## src/rtl/axis_keep_downsizer_pkg.sv

```systemverilog
// Shared helpers for keep-aware AXI-Stream blocks: lowest-set-lane lookup
// and one-hot detection over a lane mask of up to MAX_LANES lanes.
package axis_keep_downsizer_pkg;

  localparam int MAX_LANES = 64;

  typedef logic [MAX_LANES-1:0] lane_mask_t;

  // Index of the lowest set bit; 0 when the mask is empty.
  function automatic int lowest_set_index(input lane_mask_t mask);
    int idx;
    idx = 0;
    for (int i = MAX_LANES - 1; i >= 0; i--) begin
      if (mask[i]) idx = i;
    end
    return idx;
  endfunction

  // True when exactly one bit of the mask is set.
  function automatic logic is_onehot(input lane_mask_t mask);
    return (mask != '0) && ((mask & (mask - lane_mask_t'(1))) == '0);
  endfunction

endpackage

```

## src/rtl/axis_if.sv

```systemverilog
// AXI-Stream style handshake bundle; ok marks a completed transfer.
interface Axis_If #(
  parameter int W = 8
);
  logic [W-1:0] data;
  logic         valid;
  logic         ready;
  logic         last;
  logic         ok;

  assign ok = valid & ready;

  modport Slave_Full (
    input  data,
    input  valid,
    input  last,
    input  ok,
    output ready
  );

  modport Master_Full (
    output data,
    output valid,
    output last,
    input  ready,
    input  ok
  );
endinterface

```

## src/rtl/lsb_priority_encoder.sv

```systemverilog
// Lowest-set-bit priority encoder with "any bit set" and "exactly one bit
// set" flags, built on the shared package helpers.
module lsb_priority_encoder
  import axis_keep_downsizer_pkg::*;
#(
  parameter  int N  = 8,
  localparam int IW = (N > 1) ? $clog2(N) : 1
) (
  input  logic [N-1:0]  req,
  output logic [IW-1:0] idx,
  output logic          any,
  output logic          single
);

  lane_mask_t req_ext;

  assign req_ext = lane_mask_t'(req);
  assign idx     = IW'(lowest_set_index(req_ext));
  assign any     = |req;
  assign single  = is_onehot(req_ext);

endmodule

```

## src/rtl/axis_keep_downsizer.sv

```systemverilog
// Splits each wide input word into its kept sub-words, emitted lowest index
// first, one per cycle. A word whose keep is all zero produces no output;
// if it carried last, empty_last pulses for one cycle instead.
module axis_keep_downsizer
  import axis_keep_downsizer_pkg::*;
#(
  parameter int DWIDTH = 16,
  parameter int DOWN   = 8
) (
  input  logic            clk,
  input  logic            reset,
  Axis_If.Slave_Full      data_in,
  input  logic [DOWN-1:0] data_in_keep,
  Axis_If.Master_Full     data_out,
  output logic            empty_last
);

  localparam int IW = (DOWN > 1) ? $clog2(DOWN) : 1;

  logic [DOWN-1:0][DWIDTH-1:0] data_reg;
  logic [DOWN-1:0]             mask_reg;
  logic                        last_reg;
  logic                        empty_last_reg;

  logic [IW-1:0] idx;
  logic          any;
  logic          single;

  lsb_priority_encoder #(
    .N (DOWN)
  ) u_lsb_priority_encoder (
    .req    (mask_reg),
    .idx    (idx),
    .any    (any),
    .single (single)
  );

  // A new word may enter when nothing is pending, or when the last pending
  // sub-word leaves this cycle (gives back-to-back words with no bubble).
  assign data_in.ready  = ~any | (single & data_out.ready);

  assign data_out.valid = any;
  assign data_out.data  = data_reg[idx];
  assign data_out.last  = last_reg & single & any;
  assign empty_last     = empty_last_reg;

  // Word holding register: load on input transfer (wins over the final
  // output transfer), otherwise retire the lane just sent.
  always_ff @(posedge clk) begin
    if (reset) begin
      data_reg       <= '0;
      mask_reg       <= '0;
      last_reg       <= 1'b0;
      empty_last_reg <= 1'b0;
    end else begin
      empty_last_reg <= data_in.ok & (data_in_keep == '0) & data_in.last;
      if (data_in.ok) begin
        data_reg <= data_in.data;
        mask_reg <= data_in_keep;
        last_reg <= data_in.last;
      end else if (data_out.ok) begin
        mask_reg[idx] <= 1'b0;
      end
    end
  end

endmodule

```

## src/flat_wrapper.sv

```systemverilog
// flat-port wrapper written by rule: the top's interface ports become plain ports
module axis_keep_downsizer_flat import axis_keep_downsizer_pkg::*;
#(
  parameter int DWIDTH = 16,
  parameter int DOWN   = 8
)
  (clk, reset, data_in_keep, empty_last, data_in_data, data_in_valid, data_in_last, data_in_ready, data_out_data, data_out_valid, data_out_last, data_out_ready);
  Axis_If #(.W(DWIDTH*DOWN)) data_in_i ();
  Axis_If #(.W(DWIDTH)) data_out_i ();
  input  logic clk;
  input  logic reset;
  input  logic [DOWN-1:0] data_in_keep;
  output logic empty_last;
  input wire logic [$bits(data_in_i.data)-1:0] data_in_data;
  input wire logic [$bits(data_in_i.valid)-1:0] data_in_valid;
  input wire logic [$bits(data_in_i.last)-1:0] data_in_last;
  output wire logic [$bits(data_in_i.ready)-1:0] data_in_ready;
  output wire logic [$bits(data_out_i.data)-1:0] data_out_data;
  output wire logic [$bits(data_out_i.valid)-1:0] data_out_valid;
  output wire logic [$bits(data_out_i.last)-1:0] data_out_last;
  input wire logic [$bits(data_out_i.ready)-1:0] data_out_ready;
  assign data_in_i.data = data_in_data;
  assign data_in_i.valid = data_in_valid;
  assign data_in_i.last = data_in_last;
  assign data_in_ready = data_in_i.ready;
  assign data_out_data = data_out_i.data;
  assign data_out_valid = data_out_i.valid;
  assign data_out_last = data_out_i.last;
  assign data_out_i.ready = data_out_ready;
  axis_keep_downsizer #(.DWIDTH(DWIDTH), .DOWN(DOWN)) u_core (.clk(clk), .reset(reset), .data_in(data_in_i), .data_in_keep(data_in_keep), .data_out(data_out_i), .empty_last(empty_last));
endmodule
```

## config.mk

```make
export PLATFORM = sky130hd
export DESIGN_NAME = axis_keep_downsizer_flat
export DESIGN_NICKNAME = d
export VERILOG_FILES = /design/src/rtl/axis_keep_downsizer_pkg.sv /design/src/rtl/axis_if.sv /design/src/rtl/lsb_priority_encoder.sv /design/src/rtl/axis_keep_downsizer.sv /design/src/flat_wrapper.sv
export SDC_FILE = /design/constraint.sdc
export NUM_CORES = 1
export LEC_CHECK = 0
export CORE_ASPECT_RATIO = 0.9
export CORE_MARGIN = 2
export CORE_UTILIZATION = 35
export DETAILED_ROUTE_END_ITERATION = 16
export PLACE_DENSITY = 0.58
export REMOVE_ABC_BUFFERS = 1
export SLEW_MARGIN = 20
export SYNTH_ARGS = -nofsm -noshare
export SYNTH_HDL_FRONTEND = slang
export SYNTH_HIERARCHICAL = 1
export SYNTH_SLANG_ARGS = --single-unit
```

## constraint.sdc

```tcl
create_clock -name clk -period 7.45 [get_ports clk]
set_input_delay 1.49 -clock clk [delete_from_list [all_inputs] [get_ports clk]]
set_output_delay 1.49 -clock clk [all_outputs]
set_load 0.03 [all_outputs]
```

==> flow_metrics.tcl, run 1 <==
set metrics [dict create \
    vias_per_cell 4.84 \
    required_ns 5.96 \
    final_cells 995 \
    cp_common_cell "nand2_1" \
    io_buffers 160 \
    critPathLaunchType "register" \
    tightest_slew_ns 1.06 \
    startpoint "u_core/mask_reg[6]" \
    final_common_cell "clkdlybuf4s50_1" \
    area_growth_pct 38.0 \
    htree_levels 4 \
    grt_usage_pct 16.9 \
    grt_pass1_wl_mm 24.7 \
    clock_skew_ns 0.0126 \
    crit_path_max_incr_delay_ns 0.72 \
    nFillCells 1649 \
    post_cts_resized 0 \
    preCtsSetupSlack_ns 2.70 \
    fp.dieH_microns 130 \
    rsz0062_at_grt "no" \
    finalWorstSetupSlack_ns 2.28 \
    largest_reg_flops 128 \
    yosysSeqAreaShare_pct 44.6 \
    mostFrequentLayoutCells "clkdlybuf4s50_1, mux2i_1, dfxtp_1" \
    critical_path_class "register to primary output" \
    clkSinkCount 138 \
    async_reset_ff_share_pct 0 \
    critPathMaxFanout 24 \
    ys_seq_elements 138 \
    die_area_sq_um 18800 \
    cts_hold_buf 0 \
    hold_viol 0 \
    drc 0 \
    crit_slowest_cell "a21oi_4" \
    post-place-cells 963 \
    fmax_mhz 194 \
    path_buf_inv 2 \
    report.final.slew_viol_count 0 \
    setup_viol 0 \
    vias 4817 \
    grt_pass1_vias 4906 \
    drt_iter0_drc 277 \
    fin_util_pct 48.8 \
    fin_crit_ns 5.17 \
    design.portCount 161 \
    detail_route.wirelength_mm 15.5 \
    syn_inst 601 \
    syn_avg_cell_area_sq_um 10.3 \
    coreArea_sq_um 17500 \
    final_antenna_net_count 0 \
    start_util_pct 35.4 \
    rows 46 \
    max_cap_violations 0 \
    postCtsSetupBuffers 0 \
    gp_congestion 0.778 \
    end_kind "primary output" \
    syn_area_sq_um 6190 \
    clk_latency_ns 0.42 \
    status "finished clean" \
    root_buffer "clkbuf_16" \
    cts_tree "done" \
    wl_per_cell_microns 15.5 \
    yosysUniqueCellTypes 44 \
    cts_made_buffers 17 \
    dr.pass1.iters 4 \
    relSlewSlack_pct 29.2 \
    clk_path_buf_depth 2 \
    gr-total-overflow 0 \
    final_cell_area_sq_um 8550 \
    hpwl_mm 10.6 \
    rr_startpoint "u_core/mask_reg[3]" \
    synthFlopType "dfxtp_1" \
    crit_arrival_ns 3.68 \
    yosys_warnings 6 \
    crit_family "compound AO/OA/AOI/OAI gates" \
    clk_pin_slew_ns 0.06 \
    die_w_microns 144 \
    finalNetCount 883 \
    hp-class "register to register" \
    synth_edf_count 0 \
    antenna_found_initial 1 \
    hp-start "u_core/data_reg[22]" \
    grt_max_degree 103 \
    post_dp_cell_area_sq_um 7930 \
    crit_chain "nand2b_1 > a21oi_1 > o21bai_1 > a21oi_4 > buf_4 > mux4_2 > nand2_1 > nand2_1 > clkdlybuf4s50_1" \
    post-route-period-util_pct 69.3 \
    drive_gt1_share_pct 8.22 \
]
==> routing by layer <==
layer  vias to the layer above  GRT usage, %  part of all wire, %
met5                         -             0                    0
met3                        13          5.32                  6.5
met4                         0          5.08                 0.85
met2                       132          27.8                   47
li1                       2396             -                    -
met1                      2276          21.4                   46
==> synthesized netlist by cell type (2+ instances only) <==
cell type,n,area share [%]
mux2i_1,138,22
nor2_1,137,8.3
nor3b_1,2,0.24
buf_4,4,0.48
nor3_1,4,0.32
o211ai_1,6,0.73
nand2_1,34,2.1
mux2_2,6,1.1
a211o_1,2,0.28
and2_1,2,0.20
buf_6,3,0.55
o21ai_0,2,0.16
nand4_1,2,0.20
o311ai_0,2,0.28
and3_1,3,0.30
nor2b_1,2,0.20
or4_1,2,0.24
nor4_1,3,0.30
inv_1,4,0.24
nand2b_1,4,0.40
clkbuf_1,16,0.97
buf_2,20,1.6
a21oi_1,17,1.4
nand3b_1,9,1.1
dfxtp_1,138,45
mux4_2,11,4.0
mux4_1,11,4.7
==> worst paths after layout <==
| check | to | slack [ns] | cells past startpoint |
|---|---|---|---|
| max | data_out_data[13] | 2.28 | 9 |
| min | u_core/data_reg[22] | 0.48 | 2 |
| max reg2reg | u_core/data_reg[14] | 3.89 | 10 |
| min reg2reg | u_core/data_reg[22] | 0.48 | 2 |
==> cells by family (layout without fill, tap and decap cells) <==
| family | count (synthesis) | in the layout | share of synthesized area (%) |
|---|---|---|---|
| and+or+nand+nor | 207 | 207 | 14.6 |
| muxes | 167 | 167 | 32.2 |
| DFF | 138 | 138 | 44.6 |
| buffers and inverters | 49 | 202 | 4.24 |
| AOI/OAI and AO/OA | 38 | 38 | 3.98 |
| adders and majority gates | 1 | 1 | 0.162 |
| xor gates and xnor gates | 1 | 1 | 0.141 |
| other | 0 | 1 | 0 |
==> stage by stage <==
step	TNS, ns	hold WS, ns
2_1_floorplan	-0.408	0.451
3_3_place_gp	0	0.465
3_5_place_dp	0	0.475
4_1_cts	0	0.491
5_1_grt	0	0.511
6_report	0	0.484
==> layout make-up <==
| class | instances | area (sq um) | area share, % |
|---|---|---|---|
| Tap cell | 240 | 300 | 3.51 |
| Sequential cell | 138 | 2760 | 32.3 |
| Antenna cell | 1 | 2.50 | 0.0293 |
| Timing Repair Buffer | 167 | 1650 | 19.3 |
| Inverter | 4 | 15.0 | 0.176 |
| Clock buffer | 20 | 467 | 5.46 |
| Multi-Input combinational cell | 414 | 3200 | 37.5 |
| Clock inverter | 11 | 145 | 1.70 |
==> worst register-to-register path: cells and delay by family (launching register included) <==
| family | cells | cell delay [ns] |
|---|---|---|
| muxes | 1 | 0.35 |
| and+or+nand+nor | 6 | 1.67 |
| AOI/OAI and AO/OA | 2 | 0.29 |
| buffers and inverters | 1 | 0.73 |
| DFF | 1 | 0.36 |
Power of run 1 is left out: the tool's default activity adds up to more than one toggle a clock period on the data nets, which glitch-free logic cannot reach.
==> inputs of run 2 (changes only) <==
--- a/config.mk
+++ b/config.mk
@@ -9,7 +9,7 @@
 export CORE_MARGIN = 2
 export CORE_UTILIZATION = 35
 export DETAILED_ROUTE_END_ITERATION = 16
-export PLACE_DENSITY = 0.58
+export PLACE_DENSITY = 0.6
 export REMOVE_ABC_BUFFERS = 1
 export SLEW_MARGIN = 20
 export SYNTH_ARGS = -nofsm -noshare
==> constraint.sdc (replaced) <==
create_clock -name clk -period 4.4 [get_ports clk]
set_input_delay 0.88 -clock clk [delete_from_list [all_inputs] [get_ports clk]]
set_output_delay 0.88 -clock clk [all_outputs]
set_load 0.03 [all_outputs]
==> run 2 against run 1 <==
Register-to-register slack got worse by 2.6 ns. Routed wire length grew 0.91%. Global-route usage is 0.26 points lower. Via count rose by 1.1%. Sequential share of layout area is 0.73 points lower. Count of clock-buffer cells in the layout up 1. Die area unchanged. First-iteration DRC count shrank 17%. Worst setup slack worse by 2.0 ns. Largest cell class unchanged. Highest routed layer unchanged.
==> flow_metrics.tcl, run 2 (synthesis gave the netlist of run 1 again) <==
set metrics [dict create \
    reg2reg_slack_ns 1.26 \
    fmax_mhz 241 \
    startpoint "u_core/mask_reg[4]" \
    clk_latency_ns 0.41 \
    nFillCells 1594 \
    hpwl_mm 10.7 \
    final_antenna_net_count 0 \
    min_to "u_core/data_reg[41]" \
    drt_iter0_drc 231 \
    rsz0062_at_grt "no" \
    wl_per_cell_microns 15.5 \
    seqCellArea_sq_um 2760 \
    hold_viol 0 \
    design.portCount 161 \
    start_util_pct 35.4 \
    post-route-period-util_pct 94.4 \
    end_kind "primary output" \
    clk_path_buf_depth 2 \
    clkSinkCount 138 \
    hp-class "register to register" \
    finalNetCount 897 \
    final_common_cell "clkdlybuf4s50_1" \
    max_cap_violations 0 \
    critPathLaunchType "register" \
    crit_path_max_incr_delay_ns 0.63 \
    antenna_found_initial 0 \
    clk_pin_slew_ns 0.05 \
    largest_reg_flops 128 \
    die_w_microns 144 \
    detail_route.wirelength_mm 15.6 \
    hp-start "u_core/data_reg[41]" \
    coreArea_sq_um 17500 \
    multi_input_area_sq_um 3200 \
    vias_per_cell 4.83 \
    fp.dieH_microns 130 \
    drc 0 \
    dr.pass1.iters 4 \
    drive_gt1_share_pct 9.90 \
    setup_viol 0 \
    htree_levels 4 \
    fin_crit_ns 4.15 \
    area_growth_pct 41.2 \
    grt_pass1_wl_mm 24.1 \
    mostFrequentLayoutCells "clkdlybuf4s50_1, mux2i_1, dfxtp_1" \
    grt_usage_pct 16.6 \
    rr_startpoint "u_core/mask_reg[3]" \
    cts_made_buffers 17 \
    root_buffer "clkbuf_16" \
    gp_congestion 0.788 \
    rows 46 \
    min_path_cells 2 \
    r2r-end "u_core/data_reg[88]" \
    antenna_cells 0 \
    status "finished clean" \
    report.final.slew_viol_count 0 \
    gr-total-overflow 0 \
    die_area_sq_um 18800 \
    clock_skew_ns 0.00930 \
    critical_path_class "register to primary output" \
    required_ns 3.52 \
    vias 4870 \
    grt_pass1_vias 4797 \
    r2r_cells 10 \
    whs_ns 0.483 \
    crit_arrival_ns 3.27 \
    critPathMaxFanout 18 \
    tightest_slew_ns 0.877 \
    grt_max_degree 85 \
    relSlewSlack_pct 41.5 \
    cts_tree "done" \
    crit_slowest_cell "mux4_1" \
    crit_chain "nor2_1 > o21ai_0 > a211oi_4 > buf_4 > mux4_1 > mux2_2 > clkdlybuf4s50_1" \
    io_buffers 160 \
]
-- run 2: critical path: cells and delay by family, from the launching register on --
kind                   cells  cell delay [ns]
muxes                      2             0.91
buffers and inverters      2             0.95
AOI/OAI and AO/OA          2             0.45
DFF                        1             0.38
and+or+nand+nor            1             0.17
-- run 2: repair_timing --
item / in CTS / in global routing
gates resized for setup: 0 / 0
hold buffers: 0 / 0
hold endpoints to repair: 0 / 0
setup buffers: 0 / 10
setup endpoints to repair: 0 / 6
-- run 2: cell type report --
class                      instances  area share (%)
multi-input combinational        414            36.6
sequential                       138            31.6
clock buffer                      21            5.50
timing repair buffer             181            20.5
tap                              240            3.43
clock inverter                    10            2.15
inverter                           4           0.172
-- run 2: stage by stage --
stage                     util [%]  TNS (ns)  setup slack, ns  area [sq um]  cells
after floorplan                  -   -312.23            -2.80          5950    556
after global placement        45.6         0            0.610          7990    967
after detailed placement      45.6         0            0.576          7990    967
after CTS                     49.5         0            0.101          8650    998
after global routing          50.0         0            0.112          8740   1008
final                         50.0         0            0.247          8740   1008
-- run 2: layer usage --
layer / routed length [microns] / global-route usage (%) / share of wire, % / up-vias
met5: 0 / 0 / 0 / -
li1: - / - / - / 2419
met4: 225 / 6.23 / 1.4 / 0
met2: 7010 / 25.8 / 45 / 154
met1: 7140 / 21.8 / 46 / 2276
met3: 1220 / 5.47 / 7.8 / 21
-- run 2: worst max path at each step --
stage	slack [ns]	endpoint
final	0.25	data_out_data[5]
after global routing	0.11	data_out_data[3]
after CTS	0.10	data_out_data[7]
after detailed placement	0.58	data_out_data[7]
after global placement	0.61	data_out_data[7]
after floorplan	-2.80	u_core/mask_reg[1]
Power of run 2 is left out for the same reason.
==> inputs of run 3 (changes only) <==
--- a/config.mk
+++ b/config.mk
@@ -10,6 +10,7 @@
 export CORE_UTILIZATION = 35
 export DETAILED_ROUTE_END_ITERATION = 16
 export PLACE_DENSITY = 0.6
+export RECOVER_POWER = 25
 export REMOVE_ABC_BUFFERS = 1
 export SLEW_MARGIN = 20
 export SYNTH_ARGS = -nofsm -noshare
==> run 3 against run 2 <==
Clock skew hardly changed. Count of clock-buffer cells in the layout stayed put. Routed wire length is 0.31% lower. Critical path depth stayed put. Critical path type unchanged. Largest cell class unchanged.
==> flow_metrics.tcl, run 3 (synthesis gave the netlist of run 1 again) <==
set metrics [dict create \
    clk_path_buf_depth 2 \
    critPathLaunchType "register" \
    vias 4850 \
    fp.dieH_microns 130 \
    htree_levels 4 \
    status "finished clean" \
    vias_per_cell 4.81 \
    hpwl_mm 10.7 \
    cts_tree "done" \
    preCtsSetupSlack_ns 0.576 \
    grt_usage_pct 16.6 \
    final_common_cell "clkdlybuf4s50_1" \
    hold_viol 0 \
    crit_path_max_incr_delay_ns 0.63 \
    rsz0062_at_grt "no" \
    grt_pass1_wl_mm 24.1 \
    met2RoutedLength_mm 7.03 \
    hp-class "register to register" \
    clk_latency_ns 0.41 \
    final_cells 1008 \
    start_util_pct 35.4 \
    crit_family "buffers and inverters" \
    antenna_found_initial 0 \
    highest_layer "met4" \
    rows 46 \
    crit_slowest_cell "mux4_1" \
    clk_pin_slew_ns 0.06 \
    max_cap_violations 0 \
    final_cell_area_sq_um 8720 \
    post_cts_resized 0 \
    post-place-cells 967 \
    whs_ns 0.482 \
    cts_made_buffers 17 \
    crit_arrival_ns 3.25 \
    met3_length_mm 1.06 \
    die_w_microns 144 \
    dr.pass1.iters 4 \
    critPathMaxFanout 18 \
    tightest_slew_ns 1.32 \
    design.portCount 161 \
    wl_per_cell_microns 15.4 \
    path_buf_inv 2 \
    fmax_mhz 242 \
    antenna_cells 0 \
    crit_chain "nor2_1 > o21ai_0 > a211oi_4 > buf_4 > mux4_1 > mux2_2 > clkdlybuf4s50_1" \
    drive_gt1_share_pct 9.77 \
    post-route-period-util_pct 93.9 \
    finalNetCount 897 \
    area_growth_pct 40.8 \
    relSlewSlack_pct 11.8 \
    clkSinkCount 138 \
    grt_pass1_vias 4797 \
    post_dp_cell_area_sq_um 7990 \
    drt_iter0_drc 241 \
    detail_route.wirelength_mm 15.5 \
    gr-total-overflow 0 \
    grt_max_degree 85 \
    fin_crit_ns 4.13 \
    io_buffers 160 \
    end_kind "primary output" \
    wl_met1_mm 7.23 \
    root_buffer "clkbuf_16" \
    gp_congestion 0.788 \
    required_ns 3.52 \
    cts_hold_buf 0 \
    coreArea_sq_um 17500 \
    final_antenna_net_count 0 \
    critical_path_class "register to primary output" \
    drc 0 \
    setup_viol 0 \
    die_area_sq_um 18800 \
    largest_reg_flops 128 \
    report.final.slew_viol_count 0 \
    finalWorstSetupSlack_ns 0.268 \
    clock_skew_ns 0.00927 \
    mostFrequentLayoutCells "clkdlybuf4s50_1, mux2i_1, dfxtp_1" \
]
-- run 3: cell types whose count changed in the layout (fill, tap and decap cells not counted), sizes merged --
cell	previous run	this run
dlygate4sd3	0	2
clkdlybuf4s50	159	157
buf	22	21
clkbuf	21	22
-- run 3: path summary, 6_finish.rpt --
path	startpoint	endpoint	slack (ns)	depth (start not counted)
worst min-delay path	u_core/data_reg[41]	u_core/data_reg[41]	0.48	2
worst max-delay path	u_core/mask_reg[4]	data_out_data[5]	0.27	7
worst min register to register	u_core/data_reg[41]	u_core/data_reg[41]	0.48	2
worst max register to register	u_core/mask_reg[3]	u_core/data_reg[98]	0.60	10
-- run 3: metal layers --
layer / up-vias / track usage (%)
met4: 0 / 6.23
met2: 133 / 25.8
met5: - / 0
met1: 2274 / 21.8
li1: 2422 / -
met3: 21 / 5.47
-- run 3: cell type report --
| cell class | count | area [sq um] |
|---|---|---|
| multi-input cells | 414 | 3200 |
| well taps | 240 | 300 |
| clock buffers | 21 | 480 |
| flip-flops and latches | 138 | 2760 |
| clock inverters | 10 | 188 |
| fillers | 1597 | 8770 |
| repair buffers | 181 | 1780 |
| inverters | 4 | 15.0 |
-- run 3: tightest hold or removal path: stages, from the launching register on --
cell and delay, ns:
dfxtp_1 0.32, mux2i_1 0.06, nor2_1 0.07
-- run 3: through the flow --
step	TNS [ns]	util [%]
after floorplan	-312.23	-
after global placement	0	45.6
after detailed placement	0	45.6
after CTS	0	49.5
after global routing	0	49.9
final	0	49.9
-- run 3: timing repair --
| action | in CTS | in global routing |
|---|---|---|
| hold endpoints to repair | 0 | 0 |
| setup endpoints to repair | 0 | 6 |
| buffers inserted | 0 | 10 |
Power of run 3 is left out for the same reason.
